--- src/rtl/sys_clock_gen_pkg.sv ---
// Shared types and sizing helpers for the divided-clock generator.
package sys_clock_gen_pkg;

    typedef enum logic {
        ST_OFFSET = 1'b0,
        ST_RUN    = 1'b1
    } state_t;

    // Wide enough to hold both the offset compare value and halfcycle-1.
    function automatic int cnt_width(input int halfcycle, input int offset);
        int m;
        int w;
        m = (halfcycle > offset + 1) ? halfcycle : offset + 1;
        w = $clog2(m + 1);
        return (w < 1) ? 1 : w;
    endfunction

endpackage

--- src/rtl/sys_clock_gen_if.sv ---
// Enable/output bundle of one clock generator; strobes exist only with SYS_CLOCK_GEN_STROBE_EN.
interface sys_clock_gen_if;

    logic en;
    logic sys_clk;
    logic running;
`ifdef SYS_CLOCK_GEN_STROBE_EN
    logic rise_stb;
    logic fall_stb;

    modport master (output en, input sys_clk, input running, input rise_stb, input fall_stb);
    modport slave  (input en, output sys_clk, output running, output rise_stb, output fall_stb);
`else
    modport master (output en, input sys_clk, input running);
    modport slave  (input en, output sys_clk, output running);
`endif

endinterface

--- src/rtl/sys_clock_gen_cnt.sv ---
// Up-counter with enable, synchronous clear and terminal-compare flag.
// Latency: o_tc is combinational from the count; backpressure: i_en=0 holds the count.
module sys_clock_gen_cnt #(
    parameter int CW = 4
) (
    input  logic          i_sysclk,
    input  logic          i_rst_n,
    input  logic          i_en,
    input  logic          i_clr,
    input  logic [CW-1:0] i_term,
    output logic [CW-1:0] o_cnt,
    output logic          o_tc
);

    logic [CW-1:0] r_cnt;

    always_ff @(posedge i_sysclk or negedge i_rst_n) begin
        if (!i_rst_n) begin
            r_cnt <= '0;
        end else if (i_en) begin
            r_cnt <= i_clr ? '0 : r_cnt + CW'(1);
        end
    end

    assign o_cnt = r_cnt;
    assign o_tc  = (r_cnt == i_term);

endmodule

--- src/rtl/sys_clock_gen.sv ---
// Divided clock from sysclk with programmable half-period/start offset; strobes under SYS_CLOCK_GEN_STROBE_EN.
// Latency: outputs update on the compare edge itself; backpressure: en=0 freezes state and zeroes strobes.
module sys_clock_gen
    import sys_clock_gen_pkg::*;
#(
    parameter int halfcycle = 5000,
    parameter int offset    = 1234
) (
    input  logic            sysclk,
    input  logic            rst_n,
    sys_clock_gen_if.slave  bus
);

    localparam int            CW      = cnt_width(halfcycle, offset);
    localparam logic [CW-1:0] OFF_TC  = CW'(offset);
    localparam logic [CW-1:0] HALF_TC = CW'(halfcycle - 1);

    if (halfcycle < 1 || offset < 0) begin : g_param_err
        $fatal(1, "sys_clock_gen: halfcycle must be >= 1 and offset >= 0");
    end

    state_t        r_state;
    state_t        w_nxt_state;
    logic          r_sys_clk;
    logic          w_nxt_clk;
    logic          r_running;
    logic          w_nxt_run;
    logic [CW-1:0] w_term;
    logic [CW-1:0] w_cnt;
    logic          w_tc;

    assign w_term = (r_state == ST_OFFSET) ? OFF_TC : HALF_TC;

    // Counter clears on every terminal compare, so it never wraps.
    sys_clock_gen_cnt #(
        .CW (CW)
    ) u_cnt (
        .i_sysclk (sysclk),
        .i_rst_n  (rst_n),
        .i_en     (bus.en),
        .i_clr    (w_tc),
        .i_term   (w_term),
        .o_cnt    (w_cnt),
        .o_tc     (w_tc)
    );

    always_ff @(posedge sysclk or negedge rst_n) begin
        if (!rst_n) begin
            r_state   <= ST_OFFSET;
            r_sys_clk <= 1'b0;
            r_running <= 1'b0;
        end else begin
            r_state   <= w_nxt_state;
            r_sys_clk <= w_nxt_clk;
            r_running <= w_nxt_run;
        end
    end

    always_comb begin
        w_nxt_state = r_state;
        w_nxt_clk   = r_sys_clk;
        w_nxt_run   = r_running;
        if (bus.en && w_tc) begin
            case (r_state)
                ST_OFFSET: begin
                    w_nxt_state = ST_RUN;
                    w_nxt_clk   = 1'b1;
                    w_nxt_run   = 1'b1;
                end
                ST_RUN: begin
                    w_nxt_clk = ~r_sys_clk;
                end
                default: begin
                    w_nxt_state = ST_OFFSET;
                end
            endcase
        end
    end

    assign bus.sys_clk = r_sys_clk;
    assign bus.running = r_running;

`ifdef SYS_CLOCK_GEN_STROBE_EN
    logic r_rise_stb;
    logic r_fall_stb;
    logic w_rise;
    logic w_fall;

    // A held clock never changes, so en=0 yields no strobes.
    assign w_rise = w_nxt_clk & ~r_sys_clk;
    assign w_fall = ~w_nxt_clk & r_sys_clk;

    always_ff @(posedge sysclk or negedge rst_n) begin
        if (!rst_n) begin
            r_rise_stb <= 1'b0;
            r_fall_stb <= 1'b0;
        end else begin
            r_rise_stb <= w_rise;
            r_fall_stb <= w_fall;
        end
    end

    assign bus.rise_stb = r_rise_stb;
    assign bus.fall_stb = r_fall_stb;
`endif

endmodule

--- src/flat_wrapper.sv ---
// flat-port wrapper written by rule: the top's interface ports become plain ports
module sys_clock_gen_flat import sys_clock_gen_pkg::*;
#(
    parameter int halfcycle = 5000,
    parameter int offset    = 1234
)
  (sysclk, rst_n, bus_en, bus_sys_clk, bus_running);
  sys_clock_gen_if bus_i ();
  input  logic sysclk;
  input  logic rst_n;
  input wire logic [$bits(bus_i.en)-1:0] bus_en;
  output wire logic [$bits(bus_i.sys_clk)-1:0] bus_sys_clk;
  output wire logic [$bits(bus_i.running)-1:0] bus_running;
  assign bus_i.en = bus_en;
  assign bus_sys_clk = bus_i.sys_clk;
  assign bus_running = bus_i.running;
  sys_clock_gen #(.halfcycle(halfcycle), .offset(offset)) u_core (.sysclk(sysclk), .rst_n(rst_n), .bus(bus_i));
endmodule
--- config.mk ---
export PLATFORM = sky130hd
export DESIGN_NAME = sys_clock_gen_flat
export DESIGN_NICKNAME = d
export VERILOG_FILES = /design/src/rtl/sys_clock_gen_pkg.sv /design/src/rtl/sys_clock_gen_if.sv /design/src/rtl/sys_clock_gen_cnt.sv /design/src/rtl/sys_clock_gen.sv /design/src/flat_wrapper.sv
export SDC_FILE = /design/constraint.sdc
export NUM_CORES = 1
export LEC_CHECK = 0
export CAP_MARGIN = 20
export CELL_PAD_IN_SITES_DETAIL_PLACEMENT = 1
export CELL_PAD_IN_SITES_GLOBAL_PLACEMENT = 1
export CORE_MARGIN = 4
export CORE_UTILIZATION = 41
export CTS_CLUSTER_DIAMETER = 50
export DETAILED_ROUTE_END_ITERATION = 8
export DONT_BUFFER_PORTS = 1
export PLACE_DENSITY_LB_ADDON = 0.15
export SYNTH_ARGS = -nofsm -noshare
export SYNTH_HDL_FRONTEND = slang
export SYNTH_SLANG_ARGS = --single-unit
--- constraint.sdc ---
create_clock -name sysclk -period 1.69 [get_ports sysclk]
set_clock_uncertainty 0.2 [all_clocks]
set_input_delay 0.169 -clock sysclk [delete_from_list [all_inputs] [get_ports sysclk]]
set_output_delay 0.169 -clock sysclk [all_outputs]
set_load 0.005 [all_outputs]
==> reports/qor.yml, run 1 <==
grt:
  grt_pass1_vias: 806
  gr-total-overflow: 0
  antenna_found_initial: 0
  grt_use_total_pct: 19.51
  grt_max_degree: 17
  grt_pass1_wl_mm: 3.884
synth:
  syn_area_um2: 870.8
  postSynthAreaPerCell_um2: 10.25
  synth-seq-cells: 16
  yosys.area.top_type: "dfrtp_1"
  ys_seq_area_share_pct: 45.98
  synth_common_cells: "dfrtp_1 (16), nand2_1 (9), nor2_1 (9), nor3_1 (6), xnor2_1 (6)"
  synthMostInstantiatedCell: "dfrtp_1"
  synth-edff-count: 0
  ys_top_cells_by_area: "dfrtp_1 (46%), xnor2_1 (6.0%), nand2_1 (3.9%)"
  synth_top_flop_cell: "dfrtp_1"
  syn_nets: 89
  synth_top_area_share_pct: 45.98
  async_flop_share_pct: 100.0
  yosysWarnings: 0
  syn_inst: 85
  ys_types: 31
final_layout:
  fill_cells: 212
  fin_nets: 117
  post-route-util_pct: 59.85
  diodes: 0
  layout-drive-gt1-share_pct: 34.82
  area_delta_synth_final_pct: 36.21
placed_design:
  dp_hpwl_mm: 1.573
  port_buffers: 0
  place_congestion: 0.7367
  dp_slack_ns: -0.1062
pwr:
  pwr-share-clk_pct: 23.5
  p_leak_uw: 0.0005598
  switchingPower_uw: 348.2
  p_comb_share_pct: 32.5
  total_power_uw: 1098
  sequentialPowerShare_pct: 44.0
  p_sw_share_pct: 31.72
  power_density_nw_per_um2: 925.3
  internal_power_uw: 749.4
  ir_drop_v: 0.0004884
run:
  maxCapViolations: 0
critical_path:
  path_max_fanout: 4
  end_kind: "flip-flop"
  required_ns: 1.67
  startpoint_type: "flip-flop"
  path_class: "reg -> reg"
  r2r_setup_slack_ns: -0.13
  cp.arrival_ns: 1.80
floorplanning:
  rows: 16
  die_h_um: 54.09
  io_pins: 5
  start_util_pct: 43.94
  dieArea_um2: 2925
  die_w_um: 54.09
  core_area_um2: 1982
detailed_routing:
  drtIter0Drc: 6
  vias: 731
  dr.pass1.iters: 4
  drc: 0
  vias_per_cell: 5.259
  routed_wirelength_mm: 2.338
  wl_per_cell_um: 16.82
  drtAntennaViolNets: 0
sta:
  maxSlewHeadroom_pct: 51.35
  fmax_ghz: 0.5499
  worst_slack_ns: -0.1285
  worstMarginPinSlew_ns: 0.7273
  period_share_pct: 107.6
  maxSlewViolCount: 0
  setup_violations: 12
  tns_ns: -1.007
  min_period_ns: 1.819
  final-hold-violation-count: 0
  rsz0062_at_grt: "true"
clock_tree:
  path_clk_slew_ns: 0.10
  insertion_delay_ns: 0.29
  cts_buffers: 3
  clk_path_buf_depth: 2
  h-tree-depth: 1
  tritoncts: "yes"
  cts.sinks: 16
  root_buffer: "clkbuf_4"
run_status:
  status: "finished with violations"
  violations: "negative setup slack"
worst_hold_path:
  hold_class: "in -> reg"
==> power by group through the flow <==
stage               sequential (uW)  combinational, uW  clock [uW]
floorplan                       510                135           0
global placement                489                288           0
detailed placement              495                300           0
CTS                             485                340         272
global route                    491                399         287
finish                          483                356         258
==> cell usage in the layout (no fill, tap or decap), types with 2 or more instances in the layout <==
master / n
buf_4: 19
dfrtp_1: 15
nand2_1: 9
nor2_1: 9
xnor2_1: 6
inv_1: 5
nor3_1: 4
nand3_1: 3
nand4_1: 3
clkbuf_4: 3
dlygate4sd3_1: 3
mux2i_4: 2
and4bb_2: 2
xor2_1: 2
and3_1: 2
a21oi_1: 2
nor3_4: 2
o22ai_1: 2
buf_6: 2
==> registers in the layout, summed over array words and instances, names as in the netlist <==
signal,count
u_core.bus.running,1
u_core.r_state,1
u_core.bus.sys_clk,1
u_core.u_cnt.o_cnt,13
==> path summary, 6_finish.rpt <==
path                                                     start                                 to  cells past startpoint
min in group asynchronous                                rst_n  u_core.u_cnt.o_cnt[1]$_DFFE_PN0P_                      1
worst min-delay path                                    bus_en  u_core.u_cnt.o_cnt[4]$_DFFE_PN0P_                      4
worst max-delay path                u_core.r_state$_DFFE_PN0P_     u_core.bus.sys_clk$_DFFE_PN0P_                      4
max in group asynchronous                                rst_n         u_core.r_state$_DFFE_PN0P_                      1
worst max register to register      u_core.r_state$_DFFE_PN0P_     u_core.bus.sys_clk$_DFFE_PN0P_                      4
worst min register to register  u_core.bus.running$_DFFE_PN0P_     u_core.bus.running$_DFFE_PN0P_                      1
==> per-stage QoR <==
stage | hold slack, ns | std cells | instance area [um2]
after global routing | 0.1078 | 139 | 1186
after detailed placement | -0.3262 | 128 | 1030
after floorplan | -0.3266 | 85 | 877.1
after CTS | 0.05813 | 136 | 1127
after global placement | -0.3262 | 128 | 1030
final | 0.06145 | 139 | 1186
==> layer usage <==
| metal | vias up | part of all wire, % | wire length, um | global-route usage [%] |
|---|---|---|---|---|
| li1 | 353 | - | - | - |
| met1 | 365 | 44 | 1020 | 23.92 |
| met2 | 11 | 52 | 1211 | 31.05 |
| met3 | 2 | 3.9 | 92 | 6.648 |
| met4 | 0 | 0.60 | 14 | 8.299 |
| met5 | - | 0 | 0 | 0 |
==> cell type report <==
type / instances / area, um2 / area share, %
multi-input combinational: 62 / 495.5 / 41.77
sequential: 16 / 401.6 / 33.86
tap: 27 / 33.78 / 2.848
clock buffer: 4 / 36.28 / 3.059
inverter: 5 / 18.77 / 1.582
timing repair buffer: 25 / 200.2 / 16.88
==> cells by family after synthesis <==
group                      count (synthesis)  synth area share [%]
AOI/OAI and AO/OA                          8                 5.891
xor gates and xnor gates                   8                 8.046
adders and majority gates                  1                 1.437
buffers and inverters                      7                 4.023
DFF                                       16                 45.98
muxes                                      4                 6.609
and+or+nand+nor                           41                 28.02
==> critical path, stage by stage (launching register included) <==
cell,delay (ns)
dfrtp_2,0.46
nor4b_4,0.35
mux2i_4,0.15
nor4_4,0.20
mux2_1,0.35
==> what timing repair did <==
item,CTS,global route
cloned,0,1
setup endpoints to repair,13,14
pin swaps,1,5
endpoints found under the hold margin,20,0
buffers inserted,1,2
resized for setup,4,8
hold buffers,3,0
Power figures use the tool's default switching activity.
==> inputs of run 2 (changes only) <==
MAX_ROUTING_LAYER = met4   (was unset)
SKIP_CTS_REPAIR_TIMING = 1   (was unset)
==> run 2 against run 1 <==
The flow finishes with violations (negative hold slack, negative setup slack). Count of clock-buffer cells in the layout did not move. Global-route usage decreased by 0.40 points. Core utilization shrank 1.5 points. Via count rose by 0.96%. Total power hardly changed. Design area down 2.4%. Sequential share of layout area rose by 0.73 points. Largest cell class unchanged.
==> reports/qor.yml, run 2 (same netlist as run 1, synthesis figures left out) <==
run_status:
  status: "finished with violations"
  violations: "negative hold slack, negative setup slack"
pwr:
  power_density_nw_per_um2: 947.8  # +2.4%
  pwr-share-clk_pct: 24.1  # +0.6 points
  p_sw_share_pct: 31.93  # +0.21 points
  switchingPower_uw: 350.3  # +0.61%
  sequentialPowerShare_pct: 44.2  # +0.2 points
  p_comb_share_pct: 31.6  # -0.9 points
  ir_drop_v: 0.0006039  # +24%
  p_leak_uw: 0.0005191  # -7.3%
  internal_power_uw: 746.6  # -0.37%
clock_tree:
  h-tree-depth: 1  # unchanged
  clk_path_buf_depth: 2  # unchanged
  path_clk_slew_ns: 0.10  # about the same
  tritoncts: "yes"
  insertion_delay_ns: 0.30  # about the same
  root_buffer: "clkbuf_4"
  cts.sinks: 16  # unchanged
  cts_buffers: 3  # unchanged
sta:
  fmax_ghz: 0.5621  # +2.2%
  worst_slack_ns: -0.08899  # +0.03953 ns
  rsz0062_at_grt: "true"
  final-hold-violation-count: 1  # +1
  min_period_ns: 1.779  # -0.03953 ns
  worstMarginPinSlew_ns: 0.7393  # +0.01202 ns
  maxSlewViolCount: 0  # unchanged
  holdWs_ns: -0.02094  # -0.08238 ns
  maxSlewHeadroom_pct: 50.55  # -0.80 points
  setup_violations: 11  # -1
  period_share_pct: 105.3  # -2.3 points
floorplanning:
  dieArea_um2: 2925  # unchanged
  core_area_um2: 1982  # unchanged
  io_pins: 5  # unchanged
  die_h_um: 54.09  # unchanged
  die_w_um: 54.09  # unchanged
  start_util_pct: 43.94  # unchanged
  rows: 16  # unchanged
final_layout:
  final_cell_mix: "buf_4 (19), dfrtp_1 (16), nand2_1 (9), nor2_1 (9), xnor2_1 (6)"
  ff_latch_area_um2: 400.4  # -0.31%
  diodes: 0  # unchanged
  largest_reg_flops: 13  # unchanged
  fin_nets: 115  # -1.7%
  final_cells: 137  # -1.4%
  layout-drive-gt1-share_pct: 33.64  # -1.2 points
  fill_cells: 203  # -4.2%
  area_delta_synth_final_pct: 32.90
  multiInputGateArea_um2: 483.0  # -2.5%
  layout_commonest_cell: "buf_4"
critical_path:
  cp.arrival_ns: 1.77  # -0.03 ns
  startpoint_type: "flip-flop"
  end_kind: "flip-flop"
  path_max_fanout: 2  # -2
  path_class: "reg -> reg"
  required_ns: 1.68  # about the same
detailed_routing:
  drtIter0Drc: 14  # +8
  vias: 738  # +0.96%
  routed_wirelength_mm: 2.260  # -3.3%
  wl_per_cell_um: 16.50  # -1.9%
  vias_per_cell: 5.387  # +2.4%
  drtAntennaViolNets: 0  # unchanged
  drc: 0  # unchanged
  dr.pass1.iters: 6  # +2
grt:
  grt_pass1_wl_mm: 3.726  # -4.1%
  gr-total-overflow: 0  # unchanged
  grt_max_degree: 17  # unchanged
  grt_pass1_vias: 773  # -4.1%
  antenna_found_initial: 0  # unchanged
  grt_use_total_pct: 19.12  # -0.40 points
placed_design:
  dp_cells: 128  # unchanged
  dp_hpwl_mm: 1.573  # unchanged
  place_congestion: 0.7458  # +1.2%
  port_buffers: 0  # unchanged
run:
  maxCapViolations: 0  # unchanged
worst_hold_path:
  hold_class: "in -> reg"
-- run 2: changes by cell type in the layout (fill, tap and decap cells not counted), sizes merged --
cell         before  now
buf              22   21
dlygate4sd3       3    2
-- run 2: power groups by stage --
stage	combinational [uW]	clock (uW)	sequential [uW]
2_1_floorplan	135	0	510
3_3_place_gp	288	0	489
3_5_place_dp	300	0	495
4_1_cts	303	272	487
5_1_grt	390	289	496
6_report	347	265	485
-- run 2: layer usage --
layer / share of wire, % / global-route usage [%] / vias up
li1: - / - / 347
met1: 44 / 23.92 / 370
met2: 51 / 30.04 / 13
met3: 3.0 / 5.817 / 8
met4: 1.4 / 4.979 / 0
met5: 0 / - / -
-- run 2: critical path: stages, from the launching register on --
cell	delay, ns
dfrtp_1	0.42
nor4b_2	0.25
nand2_1	0.14
nor4_4	0.31
mux2_1	0.35
-- run 2: layout make-up --
| class | instances | share of cell area, % |
|---|---|---|
| Tap cell | 27 | 2.919 |
| Clock buffer | 4 | 3.135 |
| Multi-Input combinational cell | 62 | 41.73 |
| Sequential cell | 16 | 34.59 |
| Timing Repair Buffer | 23 | 16.00 |
| Inverter | 5 | 1.622 |
-- run 2: path summary, 6_finish.rpt --
path | start | to | slack [ns] | cells past startpoint
max | u_core.u_cnt.o_cnt[3]$_DFFE_PN0P_ | u_core.bus.sys_clk$_DFFE_PN0P_ | -0.09 | 4
max in group asynchronous | rst_n | u_core.u_cnt.o_cnt[0]$_DFFE_PN0P_ | 0.66 | 1
min reg2reg | u_core.bus.running$_DFFE_PN0P_ | u_core.bus.running$_DFFE_PN0P_ | 0.30 | 1
min in group asynchronous | rst_n | u_core.bus.sys_clk$_DFFE_PN0P_ | 0.16 | 1
max reg2reg | u_core.u_cnt.o_cnt[3]$_DFFE_PN0P_ | u_core.bus.sys_clk$_DFFE_PN0P_ | -0.09 | 4
min | bus_en | u_core.u_cnt.o_cnt[4]$_DFFE_PN0P_ | -0.02 | 3
-- run 2: per-stage QoR --
stage	utilization (%)	setup TNS (ns)	total power (uW)	area (um2)	setup WS, ns
2_1_floorplan	-	-0.07100	645.3	877.1	-0.07100
3_3_place_gp	51.96	-0.09820	777.1	1030	-0.06236
3_5_place_dp	51.96	-0.4815	795.3	1030	-0.1062
4_1_cts	53.79	-0.7630	1062	1066	-0.1165
5_1_grt	58.40	-1.931	1175	1157	-0.1969
6_report	58.40	-0.5134	1097	1157	-0.08899
==> inputs of run 3 (changes only) <==
CELL_PAD_IN_SITES_DETAIL_PLACEMENT = unset   (was 1)
CELL_PAD_IN_SITES_GLOBAL_PLACEMENT = unset   (was 1)
==> run 3 against run 2 <==
The flow finishes with violations (negative setup slack). Clock power hardly changed. Highest routed layer unchanged. Die area unchanged. Critical path type unchanged. Cell count is 3.6% lower.
==> reports/qor.yml, run 3 (same netlist as run 1, synthesis figures left out) <==
critical_path:
  cp.arrival_ns: 1.78  # about the same
  path_class: "reg -> reg"
  cp.buffers_inverters: 0  # unchanged
  startpoint_type: "flip-flop"
  critical_path.top_delay_family: "simple AND/OR/NAND/NOR gates"
  slowest_stage: "dfrtp_1"
  required_ns: 1.67  # about the same
  max_stage_delay_ns: 0.43  # about the same
  cp_cell_sequence: "and4bb_2, mux2i_4, nor4_4, mux2_4"
  path_max_fanout: 4  # +2
  end_kind: "flip-flop"
floorplanning:
  io_pins: 5  # unchanged
  core_area_um2: 1982  # unchanged
  rows: 16  # unchanged
  die_h_um: 54.09  # unchanged
  dieArea_um2: 2925  # unchanged
  start_util_pct: 43.94  # unchanged
  die_w_um: 54.09  # unchanged
pwr:
  ir_drop_v: 0.0005770  # -4.4%
  power_density_nw_per_um2: 951.1  # +0.35%
  p_leak_uw: 0.0004872  # -6.1%
  total_power_uw: 1040  # -5.2%
detailed_routing:
  dr.pass1.iters: 4  # -2
  vias: 684  # -7.3%
  vias_per_cell: 5.182  # -3.8%
  drtAntennaViolNets: 0  # unchanged
  wl_per_cell_um: 13.61  # -17%
  routed_wirelength_mm: 1.797  # -20%
  drtIter0Drc: 26  # +12
  drc: 0  # unchanged
sta:
  tns_ns: -0.4646  # +0.04884 ns
  min_period_ns: 1.798  # +0.01858 ns
  final-hold-violation-count: 0  # -1
  period_share_pct: 106.4  # +1.1 points
  worst_slack_ns: -0.1076  # -0.01858 ns
  setup_violations: 11  # unchanged
  rsz0062_at_grt: "true"
  maxSlewHeadroom_pct: 48.95  # -1.6 points
  maxSlewViolCount: 0  # unchanged
  fmax_ghz: 0.5563  # -1.0%
  worstMarginPinSlew_ns: 0.7633  # +0.02400 ns
run_status:
  violations: "negative setup slack"
  status: "finished with violations"
clock_tree:
  cts_buffers: 3  # unchanged
  tritoncts: "yes"
  cts.sinks: 16  # unchanged
  h-tree-depth: 1  # unchanged
  root_buffer: "clkbuf_4"
  clk_path_buf_depth: 2  # unchanged
  insertion_delay_ns: 0.30  # about the same
  path_clk_slew_ns: 0.11  # about the same
placed_design:
  port_buffers: 0  # unchanged
  dp_hpwl_mm: 1.245  # -21%
  place_congestion: 0.8103  # +8.6%
grt:
  gr-total-overflow: 0  # unchanged
  grt_pass1_vias: 679  # -12%
  grt_use_total_pct: 15.07  # -4.0 points
  grt_pass1_wl_mm: 3.077  # -17%
  antenna_found_initial: 0  # unchanged
  grt_max_degree: 17  # unchanged
worst_hold_path:
  hold_class: "in -> reg"
final_layout:
  layout-drive-gt1-share_pct: 30.48  # -3.2 points
  multiInputGateArea_um2: 457.9  # -5.2%
  layout_commonest_cell: "dfrtp_1"
  fill_cells: 178  # -12%
  fin_nets: 110  # -4.3%
  diodes: 0  # unchanged
  final_cell_mix: "dfrtp_1 (16), buf_4 (14), nand2_1 (9), nor2_1 (8), xnor2_1 (6)"
  area_delta_synth_final_pct: 25.57
  ff_latch_area_um2: 400.4  # unchanged
  largest_reg_flops: 13  # unchanged
run:
  maxCapViolations: 0  # unchanged
run 3: cell count changes in the layout (fill, tap and decap cells not counted), sizes merged:
cell,previous run,this run
buf,21,15
dlygate4sd3,2,3
run 3: area by class of cell:
class	instances	share of cell area, %
inverter	5	1.716
multi-input combinational	62	41.88
tap	27	3.089
sequential	16	36.61
clock buffer	4	3.318
timing repair buffer	18	13.39
run 3: worst paths after layout:
kind / end / slack [ns] / start / cells after the start
setup / recovery: u_core.bus.sys_clk$_DFFE_PN0P_ / -0.11 / u_core.u_cnt.o_cnt[0]$_DFFE_PN0P_ / 4
hold / removal: u_core.u_cnt.o_cnt[4]$_DFFE_PN0P_ / 0.05 / bus_en / 4
setup reg to reg: u_core.bus.sys_clk$_DFFE_PN0P_ / -0.11 / u_core.u_cnt.o_cnt[0]$_DFFE_PN0P_ / 4
hold reg to reg: u_core.bus.running$_DFFE_PN0P_ / 0.30 / u_core.bus.running$_DFFE_PN0P_ / 1
max in group asynchronous: u_core.u_cnt.o_cnt[12]$_DFFE_PN0P_ / 0.63 / rst_n / 1
min in group asynchronous: u_core.u_cnt.o_cnt[3]$_DFFE_PN0P_ / 0.17 / rst_n / 1
run 3: worst reg2reg max path, cell delays in order (launching register included):
cell and delay, ns:
dfrtp_1 0.43, and4bb_2 0.33, mux2i_4 0.08, nor4_4 0.32, mux2_4 0.33
run 3: routing by layer:
layer  vias to the layer above  track usage [%]  wire (um)
met2                        16            20.97        777
li1                        338                -          -
met3                         4            2.770         70
met1                       326            20.78        920
met5                         -                -          0
met4                         0            7.469         29
run 3: metrics by stage:
| step | cell area, um2 | instances | setup slack [ns] | hold WS (ns) | util, % |
|---|---|---|---|---|---|
| after floorplan | 877.1 | 85 | -0.07100 | -0.3266 | - |
| after global placement | 1007 | 125 | -0.02345 | -0.3262 | 50.82 |
| after detailed placement | 1007 | 125 | -0.05413 | -0.3261 | 50.82 |
| after CTS | 1044 | 129 | -0.06808 | -0.6541 | 52.65 |
| after global routing | 1094 | 132 | -0.1540 | 0.08105 | 55.18 |
| final | 1094 | 132 | -0.1076 | 0.05260 | 55.18 |
run 3: where the power goes:
group	leakage, uW	total (uW)	internal (uW)	switching (uW)
Sequential	0.000204	492	441	51.5
Clock	0.0000210	267	131	135
Combinational	0.000262	281	144	137
Total	0.000487	1040	717	323
